$ cat config.mk
export PLATFORM = sky130hd
export DESIGN_NAME = interval_sequencer
export DESIGN_NICKNAME = d
export VERILOG_FILES = /design/src/rtl/timer_pkg.sv /design/src/rtl/sat_counter.sv /design/src/rtl/interval_sequencer.sv
export SDC_FILE = /design/constraint.sdc
export NUM_CORES = 1
export LEC_CHECK = 0
export BUFFER_PORTS_ARGS = -buffer_cell sky130_fd_sc_hd__buf_2
export CAP_MARGIN = 5
export CORE_ASPECT_RATIO = 1.4
export CORE_MARGIN = 5
export CORE_UTILIZATION = 54
export DETAILED_ROUTE_END_ITERATION = 6
export HOLD_SLACK_MARGIN = 0.1
export PLACE_DENSITY = 0.84
export SLEW_MARGIN = 20
export SYNTH_ARGS = -nofsm -noshare
export SYNTH_HDL_FRONTEND = slang
export SYNTH_SLANG_ARGS = --single-unit
$ cat constraint.sdc
create_clock -name clk -period 2.85 [get_ports clk]
set_input_delay 0.285 -clock clk [delete_from_list [all_inputs] [get_ports clk]]
set_output_delay 0.285 -clock clk [all_outputs]
set_load 0.005 [all_outputs]
$ cat src/rtl/timer_pkg.sv
// Shared types and constants for the interval sequencer and its down-counter pairing.
package timer_pkg;

  localparam int CNT_W = 8;

  typedef enum logic [1:0] {
    ST_IDLE,
    ST_LOAD,
    ST_RUN
  } seq_state_t;

  typedef enum logic {
    MODE_ONESHOT,
    MODE_PERIODIC
  } timer_mode_t;

endpackage

$ cat src/rtl/sat_counter.sv
// Saturating up-counter with synchronous clear; clear wins over a same-cycle increment.
module sat_counter #(
  parameter int W = 16
) (
  input  logic         clk,
  input  logic         nrst,
  input  logic         inc,
  input  logic         clr,
  output logic [W-1:0] count
);

  logic [W-1:0] count_q, count_d;

  always_comb begin
    count_d = count_q;
    if (clr) begin
      count_d = '0;
    end else if (inc && (count_q != '1)) begin
      count_d = count_q + 1'b1;
    end
  end

  always_ff @(posedge clk or negedge nrst) begin
    if (!nrst) begin
      count_q <= '0;
    end else begin
      count_q <= count_d;
    end
  end

  assign count = count_q;

endmodule

$ cat src/rtl/interval_sequencer.sv
// Control stage for an external down counter: loads the period, watches the zero flag,
// re-arms or halts, and keeps a sticky interrupt plus saturating expiry statistics.
module interval_sequencer
  import timer_pkg::*;
#(
  parameter int WIDTH  = CNT_W,
  parameter int STAT_W = 16
) (
  input  logic              clk,
  input  logic              nrst,
  input  logic [WIDTH-1:0]  period_in,
  input  logic              period_wr,
  input  logic              periodic,
  input  logic              start,
  input  logic              stop,
  input  logic              halve_req,
  input  logic              irq_ack,
  input  logic              clr_stats,
  input  logic              cnt_zero,
  output logic              load,
  output logic [WIDTH-1:0]  preload_count,
  output logic              divide_by_2,
  output logic              busy,
  output logic              irq,
  output logic              overrun,
  output logic [STAT_W-1:0] expire_cnt
);

  seq_state_t       state_q, state_d;
  timer_mode_t      mode_q, mode_d;
  logic [WIDTH-1:0] period_q, period_d;
  logic             irq_q, irq_d;
  logic             ovr_q, ovr_d;
  logic             expire;

  always_comb begin
    state_d  = state_q;
    mode_d   = mode_q;
    expire   = 1'b0;
    period_d = period_wr ? period_in : period_q;

    unique case (state_q)
      ST_IDLE: if (start) state_d = ST_LOAD;
      ST_LOAD: begin
        mode_d  = periodic ? MODE_PERIODIC : MODE_ONESHOT;
        state_d = ST_RUN;
      end
      ST_RUN: begin
        // cnt_zero is only trusted here; in LOAD it still reflects the previous count
        if (cnt_zero) begin
          expire  = 1'b1;
          state_d = (mode_q == MODE_PERIODIC) ? ST_LOAD : ST_IDLE;
        end
      end
      default: state_d = ST_IDLE;
    endcase

    if (stop) begin
      state_d = ST_IDLE;
      expire  = 1'b0;
    end

    irq_d = expire ? 1'b1 : (irq_ack ? 1'b0 : irq_q);
    ovr_d = (expire && irq_q) ? 1'b1 : (irq_ack ? 1'b0 : ovr_q);
  end

  always_ff @(posedge clk or negedge nrst) begin
    if (!nrst) begin
      state_q  <= ST_IDLE;
      mode_q   <= MODE_ONESHOT;
      period_q <= '1;
      irq_q    <= 1'b0;
      ovr_q    <= 1'b0;
    end else begin
      state_q  <= state_d;
      mode_q   <= mode_d;
      period_q <= period_d;
      irq_q    <= irq_d;
      ovr_q    <= ovr_d;
    end
  end

  sat_counter #(.W(STAT_W)) u_expire_cnt (
    .clk   (clk),
    .nrst  (nrst),
    .inc   (expire),
    .clr   (clr_stats),
    .count (expire_cnt)
  );

  assign load          = (state_q == ST_LOAD);
  assign busy          = (state_q != ST_IDLE);
  assign preload_count = period_q;
  assign irq           = irq_q;
  assign overrun       = ovr_q;
  assign divide_by_2   = (state_q == ST_RUN) && halve_req && !cnt_zero;

endmodule

## Yosys cells after proc, flatten, opt, wreduce, memory -nomap -nowiden

Index checks and enable logic that the tools add are counted.

| storage, ports and cells | value |
|---|---|
| flip-flop bits (word level) | 29 |
| output and inout port bits | 29 |
| logic and storage cells | 37 |
| bits of input ports | 18 |

| cells by class | value |
|---|---|
| reductions and logical operators | 11 |
| $add $sub $neg | 1 |
| eq/ne operators | 5 |
| multiplexer cells | 14 |

Operators with widths:

| operator | number |
|---|---|
| $mux 16 | 2 |
| $add 16x1->16 const B | 1 |
| $ne 16x16->1 const B | 1 |
| $mux 1 | 8 |
| $reduce_bool 2->1 | 4 |
| $mux 2 | 3 |
| $ne 3x3->1 const B | 2 |
| $pmux 2 s3 | 1 |
| $logic_and 1x1->1 | 4 |
| $eq 2x1->1 const B | 1 |
| $eq 2x2->1 const B | 1 |
| $logic_not 2->1 | 1 |
| $reduce_and 2->1 | 1 |
| $logic_not 1->1 | 1 |

## Logic depth before layout (Yosys ltp)

| logic depth | value |
|---|---|
| word-level depth | 6 |
| mapped depth | 6 |
| gate-level depth less buffers | 5 |

## Hierarchy

From an unflattened synthesis, not the netlist that was laid out.

| second synthesis, totals | value |
|---|---|
| cell total of the unflattened synthesis | 132 |
| area, all modules | 1481.4 µm² |

Modules (own cells, without submodules):

| module | times used | cells each | sequential area each (µm²) | area an instance (µm²) |
|---|---|---|---|---|
| sat_counter | 1 | 98 | 400.4 | 942.2 |
| interval_sequencer | 1 | 34 | 335.3 | 539.3 |

## Least setup slack after synthesis

Ideal clock, no wire load.

| path | value |
|---|---|
| path type | register to register |
| from | reg u_expire_cnt.count_q[0], in the netlist u_expire_cnt.count[0] |
| to | reg u_expire_cnt.count_q[2], in the netlist u_expire_cnt.count[2] |
| path buffers | 1 |
| arrival | 1559 ps |
| library setup time | 96 ps |
| period minus slack after synthesis | 1655 ps |
| stages on the path, launching flop included | 7 |
| data required time | 2754 ps |
| setup slack | 1195 ps |
| cells stage by stage | dfrtp_1 ha_1 nand4_1 nor4b_4 buf_6 nor2_4 a311oi_2 |

| between the ends | value |
|---|---|
| longest elaborated chain between the ends | 3 |
| elaborated cells between the ends (all ways) | 6 |
| classes of those cells | 1 x add/sub; 1 x eq/ne; 2 x mux; 2 x reduce/logical |

Ends and longest elaborated chain:

| what | line | text |
|---|---|---|
| start, declared | sat_counter.sv:12 | `logic [W-1:0] count_q, count_d;` |
| start signal, assigned | sat_counter.sv:27 | `count_q <= count_d;` |
| $add 16x1->16 or $ne 16x16->1 (tied branches) | sat_counter.sv:19, sat_counter.sv:18 |  |
| $mux 16 or $logic_and 1x1->1 (tied branches) | sat_counter.sv:18 | `end else if (inc && (count_q != '1)) begin` |
| $mux 16 or $reduce_bool 2->1 (tied branches) | -- |  |

Several ways; a longest one is shown, not always the timed one. The select of a mux whose other input is x is not followed.
A chain may end at the register's enable or synchronous reset.

## Worst setup path after layout

| path | value |
|---|---|
| from | reg u_expire_cnt.count_q[0], in the netlist u_expire_cnt.count[0] |
| to | reg u_expire_cnt.count_q[3], in the netlist u_expire_cnt.count[3] |

The elaborated chain is that of the path after synthesis.

==> results.yml <==
place:
  place_area_um2: 1733
  gp_congestion: 0.8088
  pre_cts_ws_ns: 0.8967
  placedCellCount: 210
  dp_hpwl_um: 2486
  io_buffers: 46
setup_path:
  path_max_fanout: 15
  critPathBufInv: 0
  end_kind: "flip-flop"
  crit_arrival_ns: 2.26
  crit_type: "flip-flop to flip-flop"
  slowest_stage: "nor4b_4"
  crit_chain: "ha_1, nand4_1, nor4b_4, o31ai_1, a21oi_1"
  worstPathRequired_ns: 3.11
  critical-path-top-delay-family: "simple AND/OR/NAND/NOR gates"
  cpPeakStageDelay_ns: 0.69
  startpoint_type: "flip-flop"
timing:
  period_minus_slack_ns: 1.998
  slew_headroom: 0.4922
  final-setup-viol-count: 0
  fin_hold_ws_ns: 0.1379
  rsz0062_at_grt: "false"
  tns_ns: 0
  worstMarginPinSlew_ns: 0.7584
  slew_violations: 0
  fmax_mhz: 500.4
  post-route-period-util: 0.7012
  finalClockSkew_ns: 0.004354
  hold_viol: 0
  worst_slack_ns: 0.8517
clock_tree:
  clk_pin_slew_ns: 0.08
  cts_tree: "yes"
  numCtsBuffers: 5
  ctsRootBufferMaster: "clkbuf_4"
  clock_latency_ns: 0.33
  ctsLongestPathBuffers: 2
  ctsHtreeMaxLevel: 2
  cts_resized: 0
  clkSinkCount: 29
yosys:
  synth.avg_cell_area_um2: 11.21
  synth_fp_nets: 152
  yosysSeqAreaShare: 0.4933
  synth_area_um2: 1491
  ys_types: 39
  syn_inst: 133
  ys_ff_latch: 29
  synth_warnings: 0
global_routing:
  overflow: 0
  grt_antenna_before_repair: 0
  grt_pass1_wl_um: 5244
  grt_pass1_vias: 1221
  grt_max_degree: 30
  grt_usage: 0.1848
drt:
  drt_wl_total_um: 3277
  via_per_inst: 5.918
  drc_errors: 0
  drt_iter0_drc: 37
  num_vias: 1296
  first_pass_iters: 4
  detail-route-antenna-nets: 0
  post_drt_wl_per_cell_um: 14.96
hold_path:
  holdCritPathClass: "primary input to flip-flop"
power:
  p_per_area_nw_per_um2: 443.2
  ir_drop_mv: 0.3578
  clkPwrFrac: 0.355
  p_total_mw: 0.8035
  switchingPower_mw: 0.1850
  seq_power_share: 0.556
  internal_power_mw: 0.6185
  p_comb_frac: 0.089
  p_leak_nw: 0.8372
  netSwitchingFraction: 0.2302
final_layout:
  fin_nets: 201
  n_antenna_cell: 0
  final_area_um2: 1813
  stdcell_count: 219
  drive_gt1_frac: 0.4372
  multiInputGateArea_um2: 710.7
  regArea_um2: 735.7
  area_delta_synth_final_pct: 21.56
  fillCellCount: 230
  utilization: 0.6861
floorplan:
  start_util: 0.5644
  ios: 47
  core_um2: 2643
  die_x_um: 54.42
  dieArea_um2: 3928
  die_y_um: 72.18
  rows: 22
run:
  max_cap_violations: 0
run_status:
  status: "finished, final reports clean"
registers in the layout, indices dropped and copies added (netlist names):
name,count
mode_q,1
irq,1
preload_count,8
state_q,2
u_expire_cnt.count,16
overrun,1
synthesized netlist by cell type:
master / number / area [um^2]
nand4bb_1: 1 / 11.26
or4_1: 9 / 67.56
o22ai_1: 1 / 6.260
and2_1: 2 / 12.51
nor2_1: 4 / 15.01
and2b_1: 2 / 15.01
clkbuf_1: 2 / 7.510
dfrtp_1: 21 / 525.5
buf_1: 1 / 3.750
xnor2_1: 1 / 8.760
and3_2: 1 / 7.510
nand4_4: 1 / 21.27
nor4b_4: 1 / 23.77
nor3b_1: 1 / 7.510
or3_1: 4 / 25.02
a21oi_1: 14 / 70.07
mux2_2: 9 / 101.4
o21ai_0: 3 / 15.01
nand4_2: 2 / 25.02
nor2_4: 1 / 11.26
dfstp_2: 8 / 210.2
a31oi_1: 1 / 6.260
nand2_1: 6 / 22.52
and4_1: 2 / 17.52
nand4_1: 2 / 12.51
o31ai_1: 10 / 75.07
a311oi_2: 1 / 15.01
mux2i_1: 1 / 10.01
ha_1: 1 / 12.51
inv_1: 3 / 11.26
nor3_1: 2 / 10.01
o21ai_1: 1 / 5.000
nand3_1: 6 / 30.03
o2111ai_1: 1 / 8.760
or2_2: 1 / 6.260
nand2b_1: 2 / 12.51
and3_1: 1 / 6.260
and4bb_4: 1 / 16.27
buf_6: 2 / 22.52
path summary, 6_finish.rpt:
| kind | from | to | slack, ns | cells after the start |
|---|---|---|---|---|
| hold reg to reg | mode_q | mode_q | 0.52 | 1 |
| setup / recovery | u_expire_cnt.count[0] | u_expire_cnt.count[3] | 0.85 | 5 |
| hold / removal | stop | state_q[1] | 0.14 | 2 |
| setup reg to reg | u_expire_cnt.count[0] | u_expire_cnt.count[3] | 0.85 | 5 |
| max in group asynchronous | nrst | state_q[1] | 1.95 | 2 |
| min in group asynchronous | nrst | u_expire_cnt.count[11] | 0.49 | 2 |
power by group through the flow:
| stage | logic [mW] | registers [mW] | clock network [mW] |
|---|---|---|---|
| CTS | 0.0735 | 0.447 | 0.295 |
| finish | 0.0717 | 0.447 | 0.285 |
| detailed placement | 0.0723 | 0.455 | 0 |
| global placement | 0.0701 | 0.453 | 0 |
| floorplan | 0.0326 | 0.455 | 0 |
| global route | 0.0809 | 0.450 | 0.311 |
what timing repair did:
| item | CTS | global route |
|---|---|---|
| hold buffers | 1 | 0 |
| setup buffers | 0 | 0 |
| hold endpoints to repair | 21 | 0 |
| setup endpoints to repair | 0 | 0 |
worst reg2reg max path, stage by stage (launching register included):
cell	delay [ns]
dfrtp_1	0.42
ha_1	0.27
nand4_1	0.19
nor4b_4	0.69
o31ai_1	0.18
a21oi_1	0.17
layer usage:
metal  track usage  share of wire  wire (um)
met5             0              0          0
met4       0.07756          0.016         51
met1        0.1965           0.37       1207
met3       0.06982          0.076        250
met2        0.3156           0.54       1767
placed cells by master (no fill, tap or decap), drive strengths merged, types with 4 or more instances in the layout:
cell,Yosys,final
dfrtp,21,21
or4,9,9
o21ai,4,4
nand2,6,6
o31ai,10,10
clkbuf,2,7
dfstp,8,8
buf,3,46
a21oi,14,14
nand4,5,5
nand3,6,6
or3,4,4
nor2,5,5
mux2,9,9
cells by family (layout without fill, tap and decap cells):
family                     count (synthesis)  after routing  share of synthesized area
DFF                                       29             29                     0.4933
muxes                                     10             10                    0.07467
AOI/OAI and AO/OA                         32             32                     0.1351
xor gates and xnor gates                   1              1                   0.005874
adders and majority gates                  1              1                   0.008388
and+or+nand+nor                           52             52                     0.2525
buffers and inverters                      8             58                    0.03020
layout make-up:
cell class | instances | share of cell area
clock buffers | 7 | 0.03589
multi-input cells | 96 | 0.3920
well taps | 36 | 0.02484
flip-flops and latches | 29 | 0.4058
inverters | 3 | 0.006211
clock inverters | 1 | 0.002761
repair buffers | 47 | 0.1325
No activity file was read; power rests on OpenSTA's default activity.
